`config.mk`:
```
export PLATFORM = sky130hd
export DESIGN_NAME = sprint_timer_ctrl
export DESIGN_NICKNAME = d
export VERILOG_FILES = /design/src/rtl/sprint_timer_pkg.sv /design/src/rtl/bcd_digit_cnt.sv /design/src/rtl/sprint_timer_ctrl.sv
export SDC_FILE = /design/constraint.sdc
export NUM_CORES = 1
export LEC_CHECK = 0
export ABC_AREA = 1
export CAP_MARGIN = 20
export CORE_AREA = 2 2 71 73
export CTS_CLUSTER_DIAMETER = 50
export DETAILED_ROUTE_END_ITERATION = 12
export DIE_AREA = 0 0 73 75
export PLACE_DENSITY = 0.73
export REMOVE_ABC_BUFFERS = 1
export SLEW_MARGIN = 20
export SYNTH_ARGS = -nofsm -noshare
export SYNTH_HDL_FRONTEND = slang
export SYNTH_SLANG_ARGS = --single-unit
```
`constraint.sdc`:
```
create_clock -name I_clk -period 1.5 [get_ports I_clk]
set_clock_uncertainty 0.1 [all_clocks]
set_input_delay 0.3 -clock I_clk [delete_from_list [all_inputs] [get_ports I_clk]]
set_output_delay 0.3 -clock I_clk [all_outputs]
set_load 0.005 [all_outputs]
```
`src/rtl/sprint_timer_pkg.sv`:
```
// Shared types and constants for the sprint timer slice.
// State enum, BCD digit geometry and the saturation value.
package sprint_timer_pkg;

  typedef enum logic [1:0] {
    IDLE,
    RUN,
    STOP,
    FULL
  } state_t;

  localparam int C_DIG_W   = 4;
  localparam int C_NUM_DIG = 4;

  localparam logic [15:0] C_MAX_BCD = 16'h9999;

endpackage

```
`src/rtl/bcd_digit_cnt.sv`:
```
// One BCD digit of the elapsed-time counter (0..9 with carry out).
// Ports: clk, rst (sync, high), clr, inc in; digit, carry out.
module bcd_digit_cnt
  import sprint_timer_pkg::*;
(
  input  logic               clk,
  input  logic               rst,
  input  logic               clr,
  input  logic               inc,
  output logic [C_DIG_W-1:0] digit,
  output logic               carry
);

  logic at_nine;

  assign at_nine = (digit == C_DIG_W'(9));
  assign carry   = inc & at_nine;

  always_ff @(posedge clk) begin
    if (rst || clr) begin
      digit <= '0;
    end else if (inc) begin
      digit <= at_nine ? '0 : digit + 1'b1;
    end
  end

endmodule

```
`src/rtl/sprint_timer_ctrl.sv`:
```
// Sprint timer control: key edges, 4-state FSM, 100 Hz prescaler,
// SS.cc BCD count. Ports: I_clk, I_rst (sync, high), I_start_key,
// I_clr_key, [I_lap_key], O_digits, O_running, O_ovf.
// Optional lap display enabled by macro SPRINT_LAP_EN.
module sprint_timer_ctrl
  import sprint_timer_pkg::*;
#(
  parameter int C_TICK_DIV = 1000000,
  parameter int C_CNT_W    = 20
) (
  input  logic        I_clk,
  input  logic        I_rst,
  input  logic        I_start_key,
  input  logic        I_clr_key,
`ifdef SPRINT_LAP_EN
  input  logic        I_lap_key,
`endif
  output logic [15:0] O_digits,
  output logic        O_running,
  output logic        O_ovf
);

  state_t state;

  logic start_d;
  logic clr_d;
  logic hist_vld;
  logic start_rise;
  logic clr_rise;

  logic [C_CNT_W-1:0] presc;
  logic               tick;

  logic [15:0] live;
  logic        at_max;
  logic        cnt_inc;
  logic        cnt_clr;

  logic [C_DIG_W-1:0] dig [C_NUM_DIG];
  logic [C_NUM_DIG:0] inc_c;
  logic               unused_carry;

  // History is cleared by reset; edges are only accepted once
  // history holds a real post-reset sample, so a key held through
  // reset release does not count as a press.
  always_ff @(posedge I_clk) begin
    if (I_rst) begin
      start_d  <= 1'b0;
      clr_d    <= 1'b0;
      hist_vld <= 1'b0;
    end else begin
      start_d  <= I_start_key;
      clr_d    <= I_clr_key;
      hist_vld <= 1'b1;
    end
  end

  assign start_rise = I_start_key & ~start_d & hist_vld;
  assign clr_rise   = I_clr_key & ~clr_d & hist_vld;

  // Held at zero outside RUN, so every RUN entry starts fresh.
  assign tick = (state == RUN) &&
                (presc == C_CNT_W'(C_TICK_DIV - 1));

  always_ff @(posedge I_clk) begin
    if (I_rst || (state != RUN) || tick) begin
      presc <= '0;
    end else begin
      presc <= presc + 1'b1;
    end
  end

  assign live   = {dig[3], dig[2], dig[1], dig[0]};
  assign at_max = (live == C_MAX_BCD);

  // Stop wins over a coincident tick; 99.99 saturates.
  assign cnt_inc = tick & ~start_rise & ~at_max;
  assign cnt_clr = clr_rise &
                   ((state == STOP) || (state == FULL));

  assign inc_c[0] = cnt_inc;

  for (genvar i = 0; i < C_NUM_DIG; i++) begin : g_dig
    bcd_digit_cnt u_dig (
      .clk   (I_clk),
      .rst   (I_rst),
      .clr   (cnt_clr),
      .inc   (inc_c[i]),
      .digit (dig[i]),
      .carry (inc_c[i+1])
    );
  end

  assign unused_carry = inc_c[C_NUM_DIG];

  always_ff @(posedge I_clk) begin
    if (I_rst) begin
      state     <= IDLE;
      O_running <= 1'b0;
      O_ovf     <= 1'b0;
    end else begin
      unique case (state)
        IDLE: begin
          if (start_rise) begin
            state     <= RUN;
            O_running <= 1'b1;
          end
        end
        RUN: begin
          if (start_rise) begin
            state     <= STOP;
            O_running <= 1'b0;
          end else if (tick && at_max) begin
            state     <= FULL;
            O_running <= 1'b0;
            O_ovf     <= 1'b1;
          end
        end
        STOP: begin
          if (clr_rise) begin
            state <= IDLE;
          end else if (start_rise) begin
            state     <= RUN;
            O_running <= 1'b1;
          end
        end
        FULL: begin
          if (clr_rise) begin
            state <= IDLE;
            O_ovf <= 1'b0;
          end
        end
        default: begin
          state     <= IDLE;
          O_running <= 1'b0;
          O_ovf     <= 1'b0;
        end
      endcase
    end
  end

`ifdef SPRINT_LAP_EN
  logic        lap_d;
  logic        lap_rise;
  logic        lap;
  logic [15:0] snap;

  always_ff @(posedge I_clk) begin
    if (I_rst) begin
      lap_d <= 1'b0;
    end else begin
      lap_d <= I_lap_key;
    end
  end

  assign lap_rise = I_lap_key & ~lap_d & hist_vld;

  always_ff @(posedge I_clk) begin
    if (I_rst) begin
      lap  <= 1'b0;
      snap <= '0;
    end else if (state != RUN) begin
      lap <= 1'b0;
    end else if (start_rise || (tick && at_max)) begin
      lap <= 1'b0;
    end else if (lap_rise) begin
      if (!lap) begin
        snap <= live;
        lap  <= 1'b1;
      end else begin
        lap <= 1'b0;
      end
    end
  end

  assign O_digits = lap ? snap : live;
`else
  assign O_digits = live;
`endif

endmodule
```
==> implementation parameters <==
Parameter                              Value

Synthesis
  Cell count after synthesis ... 333
  Post-synthesis register bit count ... 43
  Portion of the post-synthesis area used by sequential elements ... 36.91%
  Count of yosys warnings during synthesis ... 0
  Number of distinct library cell variants in the gate-level netlist after synthesis ... 32
  Library cell with the largest summed area after synthesis ... sky130_fd_sc_hd__dfxtp_1
  Cell types occupying the most area after synthesis ... sky130_fd_sc_hd__dfxtp_1 (37%), sky130_fd_sc_hd__nand2_1 (10%), sky130_fd_sc_hd__nor2_1 (9.3%)
  Syn avg cell area ... 7.004 um^2
  Yosys top cell area share ... 36.91%
  Mapped cell area ... 0.002332 mm^2

Critical path
  Most common cell on crit path ... sky130_fd_sc_hd__nor2_4
  Critical Setup Path Class ... reg2reg
  Crit-path leading delay family ... simple AND/OR/NAND/NOR gates
  Data required time at the worst endpoint ... 1610 ps
  Ordered list of cells on the worst path ... ha_4 -> nand2_2 -> inv_2 -> nand2_4 -> nor2_4 -> nand2_2 -> nor2_4 -> nand3_4 -> nor2_4 -> nand3_2 -> nand2_1 -> nor2_1
  Worst Path Buf+Inv ... 1
  Startpoint of the worst-slack reg-to-reg timing path ... presc[1]
  Critical path startpoint ... presc[1]
  Arrival time of data at the critical path endpoint ... 1920 ps
  CP Capture Type ... register
  Largest driver fanout on the critical path ... 5
  CP Launch Type ... register
  Slowest cell on crit path ... sky130_fd_sc_hd__dfxtp_2
  Worst stage delay on the critical path ... 370 ps

Power and ir drop
  Switching share of total power ... 22.79%
  Total power consumption of the routed design ... 2.267 mW
  Internal power summed over all cells ... 1.751 mW
  Largest voltage drop on the vdd net ... 0.0007057 V
  Seq pwr share ... 50.7%
  Pwr Density ... 591.6 mW/mm^2
  Static Leak ... 1.691 nW
  Switching power ... 516.8 uW
  Combinational share of power ... 6.6%
  Clock Power Share ... 42.7%

Detailed routing
  Via density per instance ... 5.604
  Total via count after detailed routing ... 2802
  DRT iter0 DRCs ... 269
  Number of DRC violations after detailed routing ... 0
  Remaining antenna violation count ... 0
  Drt total wl ... 8.507 mm
  Wire length per cell after detailed routing ... 17.01 um
  Number of search-and-repair iterations in the first detailed-routing pass ... 5

Floorplan
  Std cell rows ... 25
  Die Outline Area ... 0.005475 mm^2
  Die boundary height ... 75 um
  Core area ... 0.004661 mm^2
  Initial Utilization ... 50.04%
  I/O pin count ... 22
  Width of the die ... 73 um

Clocking
  Clock tree from TritonCTS ... built
  CTS Sinks ... 43
  H-tree Lvls ... 2
  Total CTS buffers ... 5
  Clk Tree Root Cell ... sky130_fd_sc_hd__clkbuf_8
  Worst-path clk slew ... 90 ps
  Clock Latency Late Sink ... 310 ps
  CTS max path bufs ... 2
  Hold buffer count at CTS ... 0

STA
  Number of setup violations in the final report ... 40
  Time the worst path needs with I/O delays and setup ... 1814 ps
  Final worst-path cycle share ... 120.9%
  Setup total negative slack ... -7815 ps
  Slew @ Worst Pin ... 476.6 ps
  Setup repair after global routing missed its margin ... true
  Pins over their slew limit ... 0
  Max frequency ... 551.3 MHz
  Endpoints failing hold ... 0
  Fin worst setup slack ... -313.9 ps
  Worst max-slew margin expressed relative to the limit ... 68.19%

GRT
  Overflow after GRT ... 0
  All-Layer GR Usage ... 27.87%
  First-pass GRT wire length ... 11.85 mm
  Vias in the first global route ... 2625
  Maximum number of pins on one net before global-route repair ... 14
  Initial antenna violation count ... 0

Placement
  Detailed placement HPWL ... 4.213 mm
  Pre-CTS setup slack ... -361.8 ps
  Routability cong. ... 0.8532
  Count of input and output buffers ... 21
  Standard cell area after detailed placement ... 0.003110 mm^2

Cells and area
  Post-route cell area ... 0.003832 mm^2
  Most frequent cells in the layout ... sky130_fd_sc_hd__buf_4 (76), sky130_fd_sc_hd__nand2_1 (54), sky130_fd_sc_hd__nor2_1 (36)
  Number of nets in the layout ... 450
  Leading cell type in the layout, fill and taps excluded ... sky130_fd_sc_hd__buf_4
  Share of post-route cells with drive strength above 1 ... 52.47%
  Util after Layout ... 82.23%
  Area Overhead vs Synth ... 64.32%
  Diodes inserted ... 0

Worst hold path
  Hold WC Path Type ... reg2reg
  Worst min-delay path startpoint ... O_ovf

Outcome
  Status ... complete, but fails checks
  Violated checks ... setup timing

Job
  Max Cap Violations ... 0
[worst min-delay path, cell delays in order (launching register included)]
cell and delay (ps):
sky130_fd_sc_hd__dfxtp_2 320, sky130_fd_sc_hd__inv_1 40, sky130_fd_sc_hd__a21oi_1 50
[per-layer routing]
metal,global-route usage (%),up-vias,part of all wire (%)
li1,-,1274,-
met1,33.44,1317,38
met2,50.35,166,50
met3,4.685,45,6.9
met4,9.671,0,4.7
met5,0,-,0
[power groups by stage]
stage	logic (mW)	clock network, mW	registers (mW)
after floorplan	0.0452	0	1.18
after global placement	0.0981	0	1.18
after detailed placement	0.0999	0	1.18
after CTS	0.137	0.964	1.15
after global routing	0.158	1.03	1.15
final	0.150	0.969	1.15
[cells by family after synthesis]
group	count (synthesis)	synth area share [%]
AO/OA/AOI/OAI	35	8.584
XOR/XNOR	12	4.506
adder cells (fa/ha/maj)	1	0.5364
buffers and inverters	52	8.745
flip-flops	43	36.91
AND/OR/NAND/NOR	190	40.72
[registers in the layout, indices dropped and copies added, names as in the netlist]
| name | cells |
|---|---|
| hist_vld | 1 |
| O_ovf | 1 |
| g_dig.u_dig.digit | 16 |
| clr_d | 1 |
| start_d | 1 |
| state | 2 |
| O_running | 1 |
| presc | 20 |
[stage by stage]
stage	cells	hold slack (ps)
global placement	472	337.5
global route	500	366.8
floorplan	330	269.1
finish	500	345.9
CTS	494	350.7
detailed placement	472	343.7
[cells in the mapped netlist (all sizes together)]
cell type	number
a21oi	18
nand2	75
o211ai	1
buf	3
nor4	1
o31ai	1
a31oi	1
xor2	12
a211oi	1
ha	1
nand3	19
clkinv	1
nand4	7
nor2	70
or2	2
o21ai	13
nor3	16
dfxtp	43
inv	48
[path summary, 6_finish.rpt]
kind,end,slack [ps],cells past startpoint
setup / recovery,g_dig[2].u_dig.digit[2],-310,12
hold / removal,O_ovf,350,2
setup reg to reg,g_dig[2].u_dig.digit[2],-310,12
hold reg to reg,O_ovf,350,2
[layout make-up]
class,count,area [um^2]
Multi-Input combinational cell,238,1615
Sequential cell,43,903.4
Tap cell,54,67.56
Fill cell,255,828.3
Clock inverter,2,35.03
Timing Repair Buffer,108,937.1
Inverter,49,191.4
Clock buffer,6,82.58
[timing repair]
item / CTS / global route
cloned: 3 / 0
endpoints found under the setup margin: 57 / 42
pin swaps: 23 / 27
setup buffers: 11 / 8
resized for setup: 94 / 59
(Power assumes the default switching activity.)
